==> config.mk <==
export PLATFORM = sky130hd
export DESIGN_NAME = id_hazard_ctrl_flat
export DESIGN_NICKNAME = d
export VERILOG_FILES = /design/src/rtl/id_hazard_ctrl_pkg.sv /design/src/rtl/id_hazard_ctrl_if.sv /design/src/rtl/id_hazard_ctrl_reg_use.sv /design/src/rtl/id_hazard_ctrl.sv /design/src/flat_wrapper.sv
export SDC_FILE = /design/constraint.sdc
export NUM_CORES = 1
export LEC_CHECK = 0
export ABC_CLOCK_PERIOD_IN_PS = 3100
export CORE_ASPECT_RATIO = 1.1
export CORE_MARGIN = 2
export CORE_UTILIZATION = 42
export CTS_CLUSTER_DIAMETER = 60
export DETAILED_ROUTE_END_ITERATION = 16
export GPL_TIMING_DRIVEN = 0
export PLACE_DENSITY = 0.85
export SYNTH_ARGS = -nofsm -noshare
export SYNTH_HDL_FRONTEND = slang
export SYNTH_HIERARCHICAL = 1
export SYNTH_SLANG_ARGS = --single-unit
==> constraint.sdc <==
create_clock -name clk -period 3.1 [get_ports clk]
set_input_delay 0.31 -clock clk [delete_from_list [all_inputs] [get_ports clk]]
set_output_delay 0.31 -clock clk [all_outputs]
set_load 0.02 [all_outputs]
==> src/rtl/id_hazard_ctrl_pkg.sv <==
// Shared constants for the ID-stage hazard controller: RV32 opcode classes (inst[6:2])
// and the sequencing FSM state encoding.
package id_hazard_ctrl_pkg;

  localparam logic [4:0] OpR  = 5'b01100;
  localparam logic [4:0] OpIi = 5'b00100;
  localparam logic [4:0] OpIj = 5'b11001;
  localparam logic [4:0] OpIl = 5'b00000;
  localparam logic [4:0] OpS  = 5'b01000;
  localparam logic [4:0] OpB  = 5'b11000;
  localparam logic [4:0] OpUl = 5'b01101;
  localparam logic [4:0] OpUa = 5'b00101;
  localparam logic [4:0] OpJ  = 5'b11011;

  typedef enum logic [1:0] {
    StRun    = 2'd0,
    StLstall = 2'd1,
    StFlush  = 2'd2,
    StFreeze = 2'd3
  } state_e;

endpackage

==> src/rtl/id_hazard_ctrl_if.sv <==
// Pipeline-control bundle between the ID-stage controller (slave) and the pipeline (master).
interface id_hazard_ctrl_if;

  logic [31:0] id_inst;
  logic        id_valid;
  logic        ex_mem_read;
  logic [4:0]  ex_rd;
  logic        ex_redirect;
  logic        dmem_busy;
  logic        pc_stall;
  logic        ifid_stall;
  logic        ifid_flush;
  logic        idex_stall;
  logic        idex_bubble;
  logic [1:0]  ctrl_state;

  modport master (
    output id_inst, id_valid, ex_mem_read, ex_rd, ex_redirect, dmem_busy,
    input  pc_stall, ifid_stall, ifid_flush, idex_stall, idex_bubble, ctrl_state
  );

  modport slave (
    input  id_inst, id_valid, ex_mem_read, ex_rd, ex_redirect, dmem_busy,
    output pc_stall, ifid_stall, ifid_flush, idex_stall, idex_bubble, ctrl_state
  );

endinterface

==> src/rtl/id_hazard_ctrl_reg_use.sv <==
// Combinational source-register usage decode for the instruction sitting in IF/ID.
module id_reg_use
  import id_hazard_ctrl_pkg::*;
(
  input  logic [31:0] id_inst,
  output logic        use_rs1,
  output logic        use_rs2,
  output logic [4:0]  rs1,
  output logic [4:0]  rs2
);

  logic unused_bits;

  // Only the opcode class and the two register fields matter here.
  assign unused_bits = ^{id_inst[31:25], id_inst[14:7], id_inst[1:0]};

  always_comb begin
    use_rs1 = 1'b0;
    use_rs2 = 1'b0;
    case (id_inst[6:2])
      OpR, OpS, OpB: begin
        use_rs1 = 1'b1;
        use_rs2 = 1'b1;
      end
      OpIi, OpIl, OpIj: use_rs1 = 1'b1;
      default: ;
    endcase
  end

  assign rs1 = id_inst[19:15];
  assign rs2 = id_inst[24:20];

endmodule

==> src/rtl/id_hazard_ctrl.sv <==
// ID-stage sequencing controller: load-use stalls, redirect flushes and dmem freezes.
// Optional build macro HAZARD_STAT_EN adds free-running event statistics ports.
module id_hazard_ctrl
  import id_hazard_ctrl_pkg::*;
#(
  parameter int unsigned LOAD_USE_CYCLES = 1,
  parameter int unsigned FLUSH_CYCLES    = 1,
  parameter int unsigned CNT_W           = 3
) (
  input  logic                clk,
  input  logic                rst,
  id_hazard_ctrl_if.slave     bus
`ifdef HAZARD_STAT_EN
  ,
  output logic [31:0]         stat_stall_cnt,
  output logic [31:0]         stat_flush_cnt,
  output logic [31:0]         stat_freeze_cnt
`endif
);

  localparam logic [CNT_W-1:0] LuInit = CNT_W'(LOAD_USE_CYCLES - 1);
  localparam logic [CNT_W-1:0] FlInit = CNT_W'(FLUSH_CYCLES - 1);
  localparam logic [CNT_W-1:0] CntOne = CNT_W'(1);

  state_e           state_q, state_d, saved_q, saved_d, eff_state;
  logic [CNT_W-1:0] cnt_q, cnt_d, saved_cnt_q, saved_cnt_d, eff_cnt;
  logic             use_rs1, use_rs2, hazard;
  logic [4:0]       rs1, rs2;
  logic             do_stall, do_flush, do_freeze;

  id_reg_use u_reg_use (
    .id_inst (bus.id_inst),
    .use_rs1 (use_rs1),
    .use_rs2 (use_rs2),
    .rs1     (rs1),
    .rs2     (rs2)
  );

  assign hazard = bus.id_valid & bus.ex_mem_read & (bus.ex_rd != 5'd0) &
                  ((use_rs1 & (rs1 == bus.ex_rd)) | (use_rs2 & (rs2 == bus.ex_rd)));

  always_comb begin
    // While frozen, the interrupted sequence resumes the moment dmem_busy drops.
    eff_state   = (state_q == StFreeze) ? saved_q : state_q;
    eff_cnt     = (state_q == StFreeze) ? saved_cnt_q : cnt_q;
    state_d     = eff_state;
    cnt_d       = eff_cnt;
    saved_d     = saved_q;
    saved_cnt_d = saved_cnt_q;
    do_stall    = 1'b0;
    do_flush    = 1'b0;
    do_freeze   = 1'b0;
    if (bus.dmem_busy) begin
      do_freeze   = 1'b1;
      state_d     = StFreeze;
      cnt_d       = cnt_q;
      saved_d     = eff_state;
      saved_cnt_d = eff_cnt;
    end else if (bus.ex_redirect) begin
      do_flush = 1'b1;
      if (FLUSH_CYCLES > 1) begin
        state_d = StFlush;
        cnt_d   = FlInit;
      end else begin
        state_d = StRun;
        cnt_d   = '0;
      end
    end else begin
      unique case (eff_state)
        StRun: begin
          if (hazard) begin
            do_stall = 1'b1;
            if (LOAD_USE_CYCLES > 1) begin
              state_d = StLstall;
              cnt_d   = LuInit;
            end
          end
        end
        StLstall, StFlush: begin
          do_stall = (eff_state == StLstall);
          do_flush = (eff_state == StFlush);
          if (eff_cnt <= CntOne) begin
            state_d = StRun;
            cnt_d   = '0;
          end else begin
            cnt_d = eff_cnt - CntOne;
          end
        end
        default: begin
          state_d = StRun;
          cnt_d   = '0;
        end
      endcase
    end
  end

  always_ff @(posedge clk) begin
    if (rst) begin
      state_q     <= StRun;
      cnt_q       <= '0;
      saved_q     <= StRun;
      saved_cnt_q <= '0;
    end else begin
      state_q     <= state_d;
      cnt_q       <= cnt_d;
      saved_q     <= saved_d;
      saved_cnt_q <= saved_cnt_d;
    end
  end

  always_comb begin
    if (rst) begin
      bus.pc_stall    = 1'b0;
      bus.ifid_stall  = 1'b0;
      bus.ifid_flush  = 1'b1;
      bus.idex_stall  = 1'b0;
      bus.idex_bubble = 1'b1;
      bus.ctrl_state  = 2'd0;
    end else begin
      bus.pc_stall    = do_stall | do_freeze;
      bus.ifid_stall  = do_stall | do_freeze;
      bus.ifid_flush  = do_flush;
      bus.idex_stall  = do_freeze;
      bus.idex_bubble = do_stall | do_flush;
      bus.ctrl_state  = state_q;
    end
  end

`ifdef HAZARD_STAT_EN
  logic [31:0] stall_cnt_q, flush_cnt_q, freeze_cnt_q;

  always_ff @(posedge clk) begin
    if (rst) begin
      stall_cnt_q  <= '0;
      flush_cnt_q  <= '0;
      freeze_cnt_q <= '0;
    end else begin
      if (do_stall)              stall_cnt_q  <= stall_cnt_q + 32'd1;
      if (do_flush)              flush_cnt_q  <= flush_cnt_q + 32'd1;
      if (state_q == StFreeze)   freeze_cnt_q <= freeze_cnt_q + 32'd1;
    end
  end

  assign stat_stall_cnt  = stall_cnt_q;
  assign stat_flush_cnt  = flush_cnt_q;
  assign stat_freeze_cnt = freeze_cnt_q;
`endif

endmodule

==> src/flat_wrapper.sv <==
// flat-port wrapper written by rule: the top's interface ports become plain ports
module id_hazard_ctrl_flat import id_hazard_ctrl_pkg::*;
#(
  parameter int unsigned LOAD_USE_CYCLES = 1,
  parameter int unsigned FLUSH_CYCLES    = 1,
  parameter int unsigned CNT_W           = 3
)
  (clk, rst, bus_id_inst, bus_id_valid, bus_ex_mem_read, bus_ex_rd, bus_ex_redirect, bus_dmem_busy, bus_pc_stall, bus_ifid_stall, bus_ifid_flush, bus_idex_stall, bus_idex_bubble, bus_ctrl_state);
  id_hazard_ctrl_if bus_i ();
  input  logic clk;
  input  logic rst;
  input wire logic [$bits(bus_i.id_inst)-1:0] bus_id_inst;
  input wire logic [$bits(bus_i.id_valid)-1:0] bus_id_valid;
  input wire logic [$bits(bus_i.ex_mem_read)-1:0] bus_ex_mem_read;
  input wire logic [$bits(bus_i.ex_rd)-1:0] bus_ex_rd;
  input wire logic [$bits(bus_i.ex_redirect)-1:0] bus_ex_redirect;
  input wire logic [$bits(bus_i.dmem_busy)-1:0] bus_dmem_busy;
  output wire logic [$bits(bus_i.pc_stall)-1:0] bus_pc_stall;
  output wire logic [$bits(bus_i.ifid_stall)-1:0] bus_ifid_stall;
  output wire logic [$bits(bus_i.ifid_flush)-1:0] bus_ifid_flush;
  output wire logic [$bits(bus_i.idex_stall)-1:0] bus_idex_stall;
  output wire logic [$bits(bus_i.idex_bubble)-1:0] bus_idex_bubble;
  output wire logic [$bits(bus_i.ctrl_state)-1:0] bus_ctrl_state;
  assign bus_i.id_inst = bus_id_inst;
  assign bus_i.id_valid = bus_id_valid;
  assign bus_i.ex_mem_read = bus_ex_mem_read;
  assign bus_i.ex_rd = bus_ex_rd;
  assign bus_i.ex_redirect = bus_ex_redirect;
  assign bus_i.dmem_busy = bus_dmem_busy;
  assign bus_pc_stall = bus_i.pc_stall;
  assign bus_ifid_stall = bus_i.ifid_stall;
  assign bus_ifid_flush = bus_i.ifid_flush;
  assign bus_idex_stall = bus_i.idex_stall;
  assign bus_idex_bubble = bus_i.idex_bubble;
  assign bus_ctrl_state = bus_i.ctrl_state;
  id_hazard_ctrl #(.LOAD_USE_CYCLES(LOAD_USE_CYCLES), .FLUSH_CYCLES(FLUSH_CYCLES), .CNT_W(CNT_W)) u_core (.clk(clk), .rst(rst), .bus(bus_i));
endmodule
; ---- Word level (Yosys, flattened, before mapping)
; Cells that the tools add are included.
[word_totals]
reg_bits = 10
latchBits = 0
ramBits = 0
rom_bits = 0
input_bits = 43
out_inout_bits = 7
elab_cells = 54
mem_count = 0
[op_classes]
addsub = 1
mul = 0
div_mod_pow = 0
order_cmp = 1
n_eq_ne = 10
shifts = 0
n_mux = 24
bitwise_logic = 8
n_reduce_logical = 6
[op_table]
columns = operator, count
row1 = 1-bit 2-to-1 mux, 13
row2 = "5-bit by 4-bit equality test with 1-bit output, second input constant", 2
row3 = 5-bit equality test, 2
row4 = "5-bit equality test, second input constant", 2
row5 = 2-bit 2-to-1 mux, 5
row6 = 3-bit 2-to-1 mux, 3
row7 = 3-bit one-hot mux with 2 select lines, 1
row8 = 6-bit OR reduction, 1
row9 = 1-bit AND, 5
row10 = "5-bit by 3-bit equality test with 1-bit output, second input constant", 1
row11 = 5-bit logical NOT, 1
row12 = 5-bit nonzero test, 1
row13 = "2-bit equality test, second input constant", 2
row14 = 2-bit one-hot mux with 2 select lines, 1
row15 = "3-bit by 1-bit less-or-equal comparator with 1-bit output, second input constant", 1
row16 = 1-bit bitwise OR, 3
row17 = 3-bit OR reduction, 1
row18 = "3-bit by 1-bit subtractor with 3-bit output, second input constant", 1
row19 = "2-bit by 1-bit equality test with 1-bit output, second input constant", 1
row20 = 2-bit logical NOT, 1
row21 = 1-bit one-hot mux with 2 select lines, 1
row22 = 2-bit OR reduction, 1

; ---- Logic depth before layout (Yosys ltp)
[depth]
word_depth = 12
depth_mapped = 10

; ---- Cells and area by module
; The synthesis kept the hierarchy.
[modules_own_cells]
columns = mod, instances, cells_per_inst, area_per_inst_um2, seq_area_each_um2
row1 = id_hazard_ctrl, 1, 98, 812.0, 200.2
row2 = id_reg_use, 1, 15, 112.6, 0.0

; ---- Least setup slack after synthesis
; No wires, ideal clock.
[synth_path]
path_type = register -> output
startpoint = register u_core.state_q[1]
endpoint = output bus_pc_stall
arrival_ps = 2184
t_required_ps = 2790
setup_slack_ps = 606
path_stages_with_launch = 11
n_path_buf = 2
path_cell_list = dfxtp_1 > nand2b_1 > and2_2 > clkbuf_1 > inv_1 > ha_1 > nand3_1 > a21oi_1 > nand3_1 > o21ai_0 > buf_4
[synth_via]
elab_chain_len = 9
[synth_rtl]
columns = item, line
row1 = start: declaration, id_hazard_ctrl.sv:25  ; state_e state_q, state_d, saved_q, saved_d, eff_state;
row2 = start signal: assignment, id_hazard_ctrl.sv:99  ; state_q <= StRun;
row3 = start signal: assignment, id_hazard_ctrl.sv:104  ; state_q <= state_d;
row4 = 2-bit equality test (*), id_hazard_ctrl.sv:44  ; eff_state = (state_q == StFreeze) ? saved_q : state_q;
row5 = 2-bit 2-to-1 mux (*), id_hazard_ctrl.sv:44
row6 = named net u_core.eff_state[0], id_hazard_ctrl.sv:25
row7 = 2-bit equality test or 2-bit by 1-bit equality test with 1-bit output (tied branches), "id_hazard_ctrl.sv:69, id_hazard_ctrl.sv:80"
row8 = 2-bit OR reduction, id_hazard_ctrl.sv:69  ; unique case (eff_state)
row9 = 1-bit one-hot mux with 2 select lines (*), id_hazard_ctrl.sv:69
row10 = 1-bit 2-to-1 mux (*), id_hazard_ctrl.sv:59  ; end else if (bus.ex_redirect) begin
row11 = 1-bit 2-to-1 mux (*), id_hazard_ctrl.sv:53  ; if (bus.dmem_busy) begin
row12 = 1-bit bitwise OR (*), -
row13 = 1-bit 2-to-1 mux (*), -
row14 = end: declaration, flat_wrapper.sv:18  ; output wire logic [$bits(bus_i.pc_stall)-1:0] bus_pc_stall;
; The timed path passes the listed nets; every way through them passes the cells marked *.

; ---- Final worst setup path
[layout_path]
startpoint = register u_core.state_q[1]
endpoint = output bus_pc_stall
[layout_via]
elab_chain_len = 9
[layout_rtl]
columns = item, line
row1 = 2-bit equality test (*), id_hazard_ctrl.sv:44
row2 = 2-bit 2-to-1 mux (*), id_hazard_ctrl.sv:44
row3 = named net u_core.eff_state[0], id_hazard_ctrl.sv:25
row4 = 2-bit equality test or 2-bit by 1-bit equality test with 1-bit output (tied branches), "id_hazard_ctrl.sv:69, id_hazard_ctrl.sv:80"
row5 = 2-bit OR reduction, id_hazard_ctrl.sv:69
row6 = 1-bit one-hot mux with 2 select lines (*), id_hazard_ctrl.sv:69
row7 = 1-bit 2-to-1 mux (*), id_hazard_ctrl.sv:59
row8 = 1-bit 2-to-1 mux (*), id_hazard_ctrl.sv:53
row9 = 1-bit bitwise OR (*), id_hazard_ctrl.sv:120  ; bus.pc_stall = do_stall | do_freeze;
row10 = 1-bit 2-to-1 mux (*), id_hazard_ctrl.sv:112  ; if (rst) begin
; Marked as above.

==> out/results.tsv <==
stage	metric	value	unit
status	outcome	finished clean	
logic_synthesis	ys_warn_count	6	
pwr	ir_worst_vdd	0.322	mV
timing	finalClockSkew	6.26	ps
pwr	power.leakage	0.506	nW
logic_synthesis	ys_seq_elements	10	
global_routing	antenna_found_initial	0	
route	drtPass1Iterations	4	
global_routing	grt.total_usage	0.201	
finish	syn2layout_area_growth	32.1	%
global_routing	grt_max_degree	11	
clock_tree	clock-sinks	10	
floorplanning	die_w	48.7	um
timing	max_freq	0.344	GHz
logic_synthesis	postSynthCellCount	113	
timing	tns	0	ps
critical_path	cp.required	2790	ps
logic_synthesis	synth_cell_types	36	
clock_tree	post_cts_buffers	0	
placed_design	routabilityCongestion	0.788	
logic_synthesis	synth.largest_area_cell	dfxtp_1	
timing	finalCritPeriodShare	0.938	
hold_path	hp-class	reg -> reg	
clock_tree	clockBufferDepth	2	
route	drt-total-wl	2.22	mm
clock_tree	cts.reportedPaths.clkPinSlew	70	ps
floorplanning	fp-row-count	17	
critical_path	crit_top_cell	nand3_1	
clock_tree	cts_root_buf	clkbuf_4	
critical_path	cp-start-kind	register	
clock_tree	cts-htree-levels	1	
timing	hold_viol	0	
critical_path	slowest_delay	400	ps
timing	worst_pin_slew	489	ps
route	drtAntennaViolNets	0	
critical_path	path_cells	nand2b_1 -> and2_2 -> clkbuf_1 -> inv_1 -> ha_1 -> nand3_1 -> a21oi_1 -> nand3_1 -> o21ai_0 -> buf_4 -> dlygate4sd2_1	
pwr	power	374	uW
route	first_iter_violations	26	
critical_path	slowest_stage	dfxtp_2	
logic_synthesis	synth_area_leaders	dfxtp_1, buf_4, xor2_1	
logic_synthesis	synthesis.nets	161	
critical_path	worstPathArrival	2600	ps
global_routing	grt_pass1_wl	3.93	mm
logic_synthesis	syn_avg_cell_area	8.18	um2
finish	nets	188	
logic_synthesis	yosysSeqAreaShare	0.217	
global_routing	grt_overflow	0	
route	wl_met2	1.20	mm
floorplanning	die_area	2590	um2
route	highest_layer	met4	
finish	design_area	1220	um2
critical_path	end_kind	primary output	
floorplanning	core	2040	um2
route	wl_met3	126	um
floorplanning	io-pin-count	50	
critical_path	crit_family	buffers and inverters	
timing	hold_ws	496	ps
clock_tree	postCtsHoldBufs	0	
finish	antennaDiodeCount	0	
route	m1WireLength	872	um
clock_tree	cts_tree	yes	
timing	slew_viol_final	0	
floorplanning	initial_utilization	0.453	
route	routedWlPerCell	13.3	um
route	drc	0	
finish	drive_gt1_frac	0.187	
placed_design	hpwl	1.82	mm
critical_path	cp_max_fo	8	
finish	layout_commonest_cell	clkdlybuf4s50_1	
timing	setup_viol	0	
logic_synthesis	synthesis.area	925	um2
global_routing	grt_pass1_vias	892	
timing	slew_headroom	0.671	
timing	rsz0062_at_grt	false	
clock_tree	clkLatencyLatePin	270	ps
run	cap_violations	0	
placed_design	place_area	1180	um2
floorplanning	die_y	53.2	um
critical_path	crit_type	reg -> out	
placed_design	port_buffers	22	
critical_path	crit_buf_inv	4	
route	vias	882	
logic_synthesis	netlist.area_leader.share	0.217	
clock_tree	cts_made_buffers	3	
pwr	powerDensity	306	nW/um2
finish	mostFrequentLayoutCells	clkdlybuf4s50_1, buf_4, nor2_1, dfxtp_1	
route	routed_via_density	5.28	
timing	layout_min_cycle_time	2910	ps
-- final timing paths --
path | from | to | slack, ps | depth (start not counted)
setup / recovery | u_core/state_q[1]$_SDFF_PP0_ | bus_pc_stall | 190 | 11
hold / removal | u_core/saved_q[0]$_SDFFE_PP0P_ | u_core/saved_q[0]$_SDFFE_PP0P_ | 500 | 2
setup reg to reg | u_core/state_q[0]$_SDFF_PP0_ | u_core/cnt_q[1]$_SDFFE_PP0N_ | 950 | 7
hold reg to reg | u_core/saved_q[0]$_SDFFE_PP0P_ | u_core/saved_q[0]$_SDFFE_PP0P_ | 500 | 2
-- state kept, by name, summed over array words and instances, names as in the netlist --
register and flops:
u_core/state_q 2, u_core/saved_cnt_q 3, u_core/cnt_q 3, u_core/saved_q 2
-- metal layers --
metal | up-vias | global-route usage
met4 | 0 | 0.0905
met3 | 2 | 0.0650
met1 | 409 | 0.200
met2 | 27 | 0.384
met5 | - | 0
li1 | 444 | -
-- layout make-up --
class                      instances  area, um2
multi-input combinational         82        603
clock buffer                       4       36.3
fill                             188        821
sequential                        10        201
timing repair buffer              22        224
buffer                            14       95.1
tap                               28       35.0
inverter                           7       26.3
-- stage by stage --
stage	util	setup slack, ps	std cells
after global placement	0.578	251	163
final	0.598	194	167
after detailed placement	0.578	187	163
after global routing	0.598	37.5	167
after CTS	0.596	55.6	167
after floorplan	-	606	113
-- cell usage after synthesis --
master,count
a211oi_1,4
and4bb_4,1
clkbuf_1,2
xor2_1,8
a21bo_2,1
o21ai_0,6
xnor2_1,2
nand2_1,8
and2_1,1
o311ai_2,2
a31oi_1,2
mux2i_1,3
nor2b_1,1
dfxtp_1,10
nand2b_1,2
nor4_1,2
and2_0,1
nand3b_1,2
nor4_2,1
a21oi_1,5
nor2_1,9
mux2i_4,1
inv_1,6
nor3_1,2
o21bai_1,1
nand3_1,4
a32oi_1,3
and2_2,1
nor4b_1,1
buf_4,11
ha_1,5
or2_1,1
inv_2,1
a2111oi_2,1
o31ai_1,1
buf_2,1
-- power breakdown --
group / switching (mW) / internal [mW]
Clock: 0.0453 / 0.0714
Sequential: 0.00641 / 0.134
Combinational: 0.0558 / 0.0608
-- cell families (layout without fill, tap and decap cells) --
logic type / after synthesis / count (layout) / share of synthesized area
muxes: 4 / 4 / 0.0568
buffers and inverters: 21 / 47 / 0.131
xor gates and xnor gates: 10 / 10 / 0.0947
AOI/OAI and AO/OA: 26 / 26 / 0.212
and+or+nand+nor: 37 / 37 / 0.221
DFF: 10 / 10 / 0.217
adders and majority gates: 5 / 5 / 0.0677
-- timing repair --
item	in CTS	in global routing
hold endpoints to repair	0	0
setup endpoints to repair	2	2
gates resized for setup	3	2
-- tightest hold or removal path, cell delays in order (launching register included) --
cell     delay (ps)
dfxtp_1         330
mux2i_1          60
nor2_1           70
Note: power is estimated with default switching activity, not from simulation.
